`config.mk`:
```
export PLATFORM = sky130hd
export DESIGN_NAME = serial_parity_framer
export DESIGN_NICKNAME = d
export VERILOG_FILES = /design/src/rtl/serial_parity_framer.sv
export SDC_FILE = /design/constraint.sdc
export NUM_CORES = 1
export LEC_CHECK = 0
export CAP_MARGIN = 20
export CELL_PAD_IN_SITES_DETAIL_PLACEMENT = 0
export CELL_PAD_IN_SITES_GLOBAL_PLACEMENT = 1
export CORE_MARGIN = 2
export CORE_UTILIZATION = 33
export CTS_CLUSTER_DIAMETER = 100
export DETAILED_ROUTE_END_ITERATION = 6
export MAX_ROUTING_LAYER = met4
export PLACE_DENSITY_LB_ADDON = 0.1
export REMOVE_ABC_BUFFERS = 1
export SETUP_SLACK_MARGIN = 0.5
export SLEW_MARGIN = 20
export SYNTH_ARGS = -nofsm -noshare
export SYNTH_HDL_FRONTEND = slang
export SYNTH_SLANG_ARGS = --single-unit
export TNS_END_PERCENT = 10
```
`constraint.sdc`:
```
create_clock -name clk -period 1.5 [get_ports clk]
set_input_delay 0.3 -clock clk [delete_from_list [all_inputs] [get_ports clk]]
set_output_delay 0.3 -clock clk [all_outputs]
set_load 0.02 [all_outputs]
```
`src/rtl/serial_parity_framer.sv`:
```
// rtl/serial_parity_framer.sv - word-to-serial framer that appends a running parity slot.
// Build option SERIAL_PARITY_ODD_EN selects odd parity for the parity slot and p.
module serial_parity_framer #(
  parameter int WIDTH     = 8,
  parameter bit MSB_FIRST = 1'b0
) (
  input  logic             clk,
  input  logic             reset,
  input  logic             in_valid,
  output logic             in_ready,
  input  logic [WIDTH-1:0] in_data,
  output logic             x,
  output logic             x_valid,
  input  logic             x_ready,
  output logic             x_is_parity,
  output logic             p,
  output logic             frame_done
);

  localparam int CW = (WIDTH > 1) ? $clog2(WIDTH) : 1;
  localparam logic [CW-1:0] CNT_LAST = CW'(WIDTH - 1);

  typedef enum logic [1:0] {IDLE, SHIFT, PARITY} state_t;

  state_t           state_q, state_d;
  logic [WIDTH-1:0] sr_q, sr_d;
  logic [CW-1:0]    cnt_q, cnt_d;
  logic             acc_q, acc_d;
  logic             p_q, p_d;
  logic             frame_done_q, frame_done_d;
  logic             out_bit;
  logic             par_bit;

  assign out_bit = MSB_FIRST ? sr_q[WIDTH-1] : sr_q[0];

`ifdef SERIAL_PARITY_ODD_EN
  assign par_bit = ~acc_q;
`else
  assign par_bit = acc_q;
`endif

  always_ff @(posedge clk) begin
    if (reset) begin
      state_q <= IDLE;
    end else begin
      state_q <= state_d;
    end
  end

  always_ff @(posedge clk) begin
    if (reset) begin
      sr_q         <= '0;
      cnt_q        <= '0;
      acc_q        <= 1'b0;
      p_q          <= 1'b0;
      frame_done_q <= 1'b0;
    end else begin
      sr_q         <= sr_d;
      cnt_q        <= cnt_d;
      acc_q        <= acc_d;
      p_q          <= p_d;
      frame_done_q <= frame_done_d;
    end
  end

  always_comb begin
    state_d = state_q;
    case (state_q)
      IDLE:    if (in_valid) state_d = SHIFT;
      SHIFT:   if (x_ready && (cnt_q == CNT_LAST)) state_d = PARITY;
      PARITY:  if (x_ready) state_d = IDLE;
      default: state_d = IDLE;
    endcase
  end

  // Everything holds unless a slot is handed off; frame_done is a single-cycle pulse.
  always_comb begin
    sr_d         = sr_q;
    cnt_d        = cnt_q;
    acc_d        = acc_q;
    p_d          = p_q;
    frame_done_d = 1'b0;
    case (state_q)
      IDLE: begin
        if (in_valid) begin
          sr_d  = in_data;
          cnt_d = '0;
          acc_d = 1'b0;
        end
      end
      SHIFT: begin
        if (x_ready) begin
          acc_d = acc_q ^ out_bit;
          sr_d  = MSB_FIRST ? {sr_q[WIDTH-2:0], 1'b0} : {1'b0, sr_q[WIDTH-1:1]};
          cnt_d = cnt_q + CW'(1);
        end
      end
      PARITY: begin
        if (x_ready) begin
          p_d          = par_bit;
          frame_done_d = 1'b1;
        end
      end
      default: begin
        frame_done_d = 1'b0;
      end
    endcase
  end

  always_comb begin
    in_ready    = 1'b0;
    x_valid     = 1'b0;
    x           = 1'b0;
    x_is_parity = 1'b0;
    case (state_q)
      IDLE:   in_ready = 1'b1;
      SHIFT: begin
        x_valid = 1'b1;
        x       = out_bit;
      end
      PARITY: begin
        x_valid     = 1'b1;
        x           = par_bit;
        x_is_parity = 1'b1;
      end
      default: in_ready = 1'b0;
    endcase
  end

  assign p          = p_q;
  assign frame_done = frame_done_q;

endmodule
```
After elaboration in Yosys (flattened, before gate mapping):

Index checks and enable logic that the tools add are counted.

* register bits: 16
* word-level logic and storage cells: 42
* input port bits: 12
* output and inout port bits: 6

* add/subtract/negate cells: 1
* bitwise gates (word level): 2
* reductions and logical operators: 8
* equality and inequality tests: 7
* muxes and demuxes: 18

Operators by type and width (number)
* two-way mux 8 bit: 2
* case mux 8 bit (2 select lines): 1
* != test 2 bit, second input constant: 4
* two-way mux 1 bit: 6
* two-way mux 2 bit: 3
* two-way mux 3 bit: 2
* case mux 2 bit (3 select lines): 1
* case mux 3 bit (2 select lines): 1
* AND reduction 3 bit: 2
* case mux 1 bit (2 select lines): 2
* OR reduction 2 bit: 2
* adder 3 x 1 -> 3 bit, second input constant: 1
* == test 3 bit, second input constant: 1
* == test 2 x 1 -> 1 bit, second input constant: 1
* == test 2 bit, second input constant: 1
* zero test 2 bit: 1
* AND reduction 2 bit: 1
* nonzero test 2 bit: 1
* logical AND 1 bit: 1
* inverter 1 bit: 1
* bitwise XOR 1 bit: 1

Logic depth before layout (Yosys ltp):

Gate-level depths: netlist of run 1.

* word-level depth: 4
* mapped depth: 7
* depth with buffers taken out: 5

Worst setup path before layout of run 1:

No wires, ideal clock.

* path kind: register to register
* start: register state_q[0]
* end: register acc_q
* slack: -0.138 ns
* library setup time: 0.071 ns
* buffers on the path: 0
* cell stages (with the launch flop): 6
* data required time: 1.429 ns
* arrival time: 1.567 ns
* clock period less this slack: 1.638 ns
* path through: dfxtp_1 -> inv_1 -> ha_1 -> and2b_1 -> or4_1 -> a21oi_1

* longest elaborated chain between the ends: 3
* elaborated cells on any way between the ends: 7

RTL lines
* from (decl): RTL line 25 `state_t state_q, state_d;`
* from (signal assigned): RTL line 46 `state_q <= state_d;`
* == test 2 x 1 -> 1 bit or zero test 2 bit (tied branches): RTL line 83 `case (state_q)`
* != test 2 bit (no line) or nonzero test 2 bit (tied branches)
* AND reduction 3 bit (no line)
* to (signal assigned): RTL line 54 `acc_q <= 1'b0;`
* to (signal assigned): RTL line 60 `acc_q <= acc_d;`
* to (decl): RTL line 28 `logic acc_q, acc_d;`

Parallel ways exist; a longest one is shown, timed or not.
A chain may end at the register's enable or synchronous reset.

Worst setup path in the final report of run 1:

Same ends and word-level chain as after synthesis.

==> flow_summary.json, run 1 <==
{
  "worst-setup-path-type": "flip-flop to flip-flop",
  "p_leak_nw": 0.5502,
  "insertion_delay_ns": 0.29,
  "grt_pass1_vias": 907,
  "clockBufferDepth": 2,
  "wire_per_inst_um": 15.30,
  "fin_setup_tns_ns": -0.1131,
  "fin_area_mm2": 0.001470,
  "fin_crit_sh": 1.033,
  "postSynthCellCount": 101,
  "layout.cells.non_filler": 167,
  "whs_path_depth": 2,
  "dp_hpwl_um": 1593,
  "powerDensity_mw_per_mm2": 1997,
  "cp_data_arrival_time_ns": 1.78,
  "setup_slack_ns": -0.04894,
  "placed_cells": 156,
  "maxCapViolCount": 0,
  "critPathMaxFanout": 5,
  "core_mm2": 0.002545,
  "num_io_pins": 18,
  "numClockSinks": 16,
  "rsz0062_at_grt": "true",
  "die_y_um": 56.40,
  "finalHoldViolCount": 0,
  "drt-initial-drc-count": 16,
  "r2r_slack_ns": -0.05,
  "postRouteAntennaNets": 0,
  "drc": 0,
  "antenna_found_initial": 0,
  "nets": 156,
  "synthAdderAreaFrac": 0.08287,
  "setup_viol": 5,
  "wl_um": 2555,
  "layout_commonest_cell": "buf_4",
  "slew_headroom": 0.7442,
  "critPathLaunchType": "flip-flop",
  "timing.fmax_mhz": 645.6,
  "synth_cell_types": 32,
  "synth_area_per_cell_um2": 8.969,
  "min_from": "p",
  "drv_slew": 0,
  "synth-seq-cells": 16,
  "fill_cells": 237,
  "fin_skew_ns": 0.001356,
  "layout-area-overhead-vs-synth_pct": 62.29,
  "cts_buffers": 3,
  "outcome": "finished, violations left",
  "hp-class": "flip-flop to flip-flop",
  "grt_max_degree": 13,
  "grt.total_usage": 0.1727,
  "synth_mux_area_frac": 0.08702,
  "die_w_um": 56.40,
  "firstDrtPassIters": 7,
  "cts_root_buf": "clkbuf_4",
  "cp-end-kind": "flip-flop",
  "yosysWarnings": 0,
  "dpl_worst_slack_ns": -0.2626,
  "fin_crit_ns": 1.549,
  "worstMarginPinSlew_ns": 0.3787,
  "ir_drop_mv": 1.203,
  "synth_xor_area_frac": 0,
  "synth_top_family_by_area": "simple AND/OR/NAND/NOR gates",
  "cts_htree_levels": 1,
  "die_area_mm2": 0.003180,
  "ys_seq_area_frac": 0.3536,
  "mostFrequentLayoutCells": "21 x buf_4, 12 x dfxtp_1, 11 x clkdlybuf4s50_1",
  "cts_tree": "done",
  "viasPerCell": 5.491,
  "cp_data_required_time_ns": 1.73,
  "hold_path_end": "p",
  "synth-simple-area-share": 0.2279,
  "ys_async_sr_fraction": 0,
  "r2r_cells": 5,
  "initial_utilization": 0.3559,
  "rr_startpoint": "state_q[0]",
  "dr_total_vias": 917,
  "netlist_area_um2": 905.9,
  "gp_congestion": 0.7156,
  "synth-edff-count": 0,
  "timing.rr.end": "acc_q",
  "clkTransAtPathRegs_ns": 0.10,
  "power_w": 0.002935,
  "ys.flop_type": "dfxtp_1",
  "layout-drive-gt1-share": 0.4891,
  "port_buffers": 17,
  "grt_overflow": 0,
  "dpl_cell_area_mm2": 0.001212,
  "diodes": 0,
  "synth_compound_area_frac": 0.1823,
  "grt_pass1_wl_um": 4153,
  "hold_buffers": 0,
  "fp-row-count": 18,
  "failed_checks": "setup timing"
}
-- where the power goes --
group	total (W)	switching, W	internal, W
Combinational	0.00198	0.000954	0.00102
Clock	0.000290	0.000142	0.000148
Sequential	0.000668	0.0000964	0.000572
-- through the flow --
stage / utilization / hold WS, ns
6_report: 0.5777 / 0.4741
5_1_grt: 0.5777 / 0.4944
2_1_floorplan: - / 0.3691
3_3_place_gp: 0.4764 / 0.4466
4_1_cts: 0.5418 / 0.4651
3_5_place_dp: 0.4764 / 0.4474
-- worst max-delay path, stage by stage, from the launching register on --
cell and delay [ns]:
dfxtp_4 0.39, inv_4 0.05, ha_4 0.16, and2b_1 0.20
or4_4 0.55, a21oi_2 0.14
-- layer usage --
layer | track usage | vias up | part of all wire
met4 | 0.03061 | 0 | 0.0051
met1 | 0.2211 | 445 | 0.49
met5 | - | - | 0
met2 | 0.2756 | 17 | 0.48
met3 | 0.04839 | 2 | 0.031
li1 | - | 453 | -
-- how the worst max path moves through the flow --
stage / from / to / slack, ns / cells after the start
floorplan: state_q[1] / acc_q / -0.30 / 5
global placement: in_valid / acc_q / -0.23 / 4
detailed placement: in_valid / acc_q / -0.26 / 4
CTS: state_q[1] / acc_q / -0.06 / 6
global route: state_q[0] / acc_q / -0.1 / 5
finish: state_q[0] / acc_q / -0.05 / 5
-- synth_stat cells (2+ instances only) --
master	number	area share
o31ai_1	3	0.025
nor2_1	2	0.0083
nand2b_1	3	0.021
mux2_2	2	0.025
nor3_1	7	0.039
inv_1	3	0.012
clkbuf_1	6	0.025
nand2_1	2	0.0083
or4_1	2	0.017
mux2_1	5	0.062
nor2b_1	2	0.014
ha_1	6	0.083
nand4_1	3	0.021
dfxtp_1	16	0.35
nor4_1	7	0.048
a31oi_1	8	0.055
buf_2	3	0.017
a21oi_1	7	0.039
-- sequential cells by signal, indices dropped and copies added (netlist names) --
signal      cells
state_q         2
cnt_q           3
sr_q            8
p               1
acc_q           1
frame_done      1
-- kinds of logic (layout without fill, tap and decap cells) --
group | count (synthesis) | count (layout)
adder cells (fa/ha/maj) | 6 | 6
buffers and inverters | 13 | 49
flip-flops | 16 | 16
AO/OA/AOI/OAI | 25 | 25
multiplexers | 7 | 7
AND/OR/NAND/NOR | 34 | 34
-- timing repair --
action                                  4_1_cts  5_1_grt
endpoints found under the hold margin         0        0
gates resized for setup                      55       20
buffers inserted                              5        1
endpoints found under the setup margin       21       21
gates cloned                                  1        0
pin swaps                                     5       11
-- area by class of cell --
cell class,instances,area (um2),share of cell area
timing repair buffer,42,397.9,0.2706
inverter,3,16.27,0.01106
clock buffer,4,36.28,0.02468
tap,30,37.54,0.02553
multi-input combinational,72,654.4,0.4451
sequential,16,327.8,0.2230
Power figures use the tool's default switching activity.
==> inputs of run 2 (changes only) <==
--- a/config.mk
+++ b/config.mk
@@ -14,7 +14,6 @@
 export DETAILED_ROUTE_END_ITERATION = 6
 export MAX_ROUTING_LAYER = met4
 export PLACE_DENSITY_LB_ADDON = 0.1
-export REMOVE_ABC_BUFFERS = 1
 export SETUP_SLACK_MARGIN = 0.5
 export SLEW_MARGIN = 20
 export SYNTH_ARGS = -nofsm -noshare
==> flow_summary.json, run 2 (same netlist as run 1, synthesis figures left out) <==
{
  "cts_root_buf": "clkbuf_4",
  "fill_cells": 236,
  "layout-drive-gt1-share": 0.4892,
  "clkTransAtPathRegs_ns": 0.10,
  "postRouteAntennaNets": 0,
  "num_io_pins": 18,
  "cp_data_required_time_ns": 1.74,
  "diodes": 0,
  "reg_top3": "sr_q x8, cnt_q x3, state_q x2",
  "grt_overflow": 0,
  "ir_drop_mv": 1.196,
  "port_buffers": 17,
  "r2r_cells": 6,
  "worst-setup-path-type": "flip-flop to flip-flop",
  "drv_slew": 0,
  "fp-row-count": 18,
  "drt-initial-drc-count": 10,
  "maxCapViolCount": 0,
  "insertion_delay_ns": 0.29,
  "timing.rr.end": "acc_q",
  "dp_hpwl_um": 1721,
  "wl_um": 2546,
  "synth_nets": 119,
  "cp-end-kind": "flip-flop",
  "cts_htree_levels": 1,
  "dpl_worst_slack_ns": -0.2150,
  "setup_viol": 4,
  "failed_checks": "setup timing",
  "nets": 158,
  "fin_crit_sh": 1.064,
  "numClockSinks": 16,
  "grt_pass1_wl_um": 4395,
  "timing.fmax_mhz": 626.6,
  "wire_per_inst_um": 15.07,
  "p_leak_nw": 0.5594,
  "hp-class": "flip-flop to flip-flop",
  "dr_total_vias": 922,
  "fin_skew_ns": 0.005926,
  "fin_setup_tns_ns": -0.1851,
  "grt.total_usage": 0.1813,
  "cp_data_arrival_time_ns": 1.83,
  "rr_startpoint": "state_q[1]",
  "grt_max_degree": 10,
  "core_mm2": 0.002545,
  "initial_utilization": 0.3559,
  "worstMarginPinSlew_ns": 0.4330,
  "powerDensity_mw_per_mm2": 1934,
  "outcome": "finished, violations left",
  "viasPerCell": 5.456,
  "final_util": 0.5787,
  "hold_path_end": "p",
  "slew_headroom": 0.7075,
  "multi_input_area_um2": 654.4,
  "layout.cells.non_filler": 169,
  "drc": 0,
  "ff_latch_area_um2": 330.3,
  "r2r_slack_ns": -0.1,
  "die_area_mm2": 0.003180,
  "hold_buffers": 0,
  "min_from": "p",
  "gp_congestion": 0.7821,
  "top_register": "sr_q",
  "die_w_um": 56.40,
  "firstDrtPassIters": 4,
  "layout_commonest_cell": "buf_4",
  "antenna_found_initial": 0,
  "grt_pass1_vias": 955,
  "finalHoldViolCount": 0,
  "cts_tree": "done",
  "layout-area-overhead-vs-synth_pct": 62.57,
  "clockBufferDepth": 2,
  "cts_buffers": 3,
  "largest_register_ffs": 8,
  "critPathMaxFanout": 8,
  "placed_cells": 161,
  "rsz0062_at_grt": "true",
  "setup_slack_ns": -0.09601,
  "fin_crit_ns": 1.596,
  "whs_path_depth": 2,
  "die_y_um": 56.40,
  "critPathLaunchType": "flip-flop",
  "mostFrequentLayoutCells": "22 x buf_4, 12 x dfxtp_1, 11 x buf_6"
}
-- run 2: changes by cell type in the layout (fill, tap and decap cells not counted), sizes merged --
cell	change
buf	+2
dlygate4sd2	+1
clkdlybuf4s50	-1
-- run 2: through the flow --
stage / hold WS (ns) / total power [W] / area (um2)
2_1_floorplan: 0.4371 / 0.001633 / 924.6
3_3_place_gp: 0.4439 / 0.002159 / 1254
3_5_place_dp: 0.4460 / 0.002171 / 1254
4_1_cts: 0.4627 / 0.002719 / 1395
5_1_grt: 0.4996 / 0.003059 / 1473
6_report: 0.4657 / 0.002848 / 1473
-- run 2: cell type report --
| class | count | share of cell area |
|---|---|---|
| multi-input cells | 72 | 0.4444 |
| flip-flops and latches | 16 | 0.2243 |
| well taps | 30 | 0.02549 |
| inverters | 3 | 0.01105 |
| clock buffers | 4 | 0.02464 |
| repair buffers | 44 | 0.2702 |
-- run 2: where the power goes --
group          switching, W  total [W]  leakage, nW  internal, W
Combinational      0.000924    0.00188        0.405     0.000960
Sequential        0.0000929   0.000669        0.134     0.000576
Clock              0.000148   0.000296       0.0210     0.000148
Total               0.00117    0.00285        0.559      0.00168
-- run 2: timing repair --
item | in CTS | in global routing
cloned | 1 | 0
resized for setup | 57 | 15
endpoints found under the setup margin | 22 | 21
pin swaps | 2 | 3
setup buffers | 2 | 1
hold endpoints to repair | 0 | 0
-- run 2: worst max path at each step --
| stage | slack (ns) | endpoint | start | cells past startpoint |
|---|---|---|---|---|
| 6_report | -0.1 | acc_q | state_q[1] | 6 |
| 5_1_grt | -0.15 | acc_q | state_q[1] | 7 |
| 4_1_cts | -0.07 | x | state_q[1] | 5 |
| 3_5_place_dp | -0.22 | acc_q | in_valid | 4 |
| 3_3_place_gp | -0.19 | acc_q | in_valid | 4 |
| 2_1_floorplan | 0.02 | sr_q[2] | state_q[1] | 7 |
-- run 2: critical path, cell delays in order, from the launching register on --
cell and delay (ns):
dfxtp_4 0.39, inv_4 0.05, ha_4 0.17, buf_6 0.14, nor2b_4 0.14, or4_4 0.52
a21oi_2 0.13
-- run 2: routing by layer --
layer,wire (um),global-route usage
met4,42,0.04082
met2,1312,0.3143
met3,85,0.04147
met5,0,-
met1,1105,0.2136
==> inputs of run 3 (changes only) <==
--- a/config.mk
+++ b/config.mk
@@ -12,6 +12,7 @@
 export CORE_UTILIZATION = 33
 export CTS_CLUSTER_DIAMETER = 100
 export DETAILED_ROUTE_END_ITERATION = 6
+export HOLD_SLACK_MARGIN = 0.08
 export MAX_ROUTING_LAYER = met4
 export PLACE_DENSITY_LB_ADDON = 0.1
 export SETUP_SLACK_MARGIN = 0.5
==> results of run 3 <==
No change in the layout: final DEF, timing and power equal those of run 2.
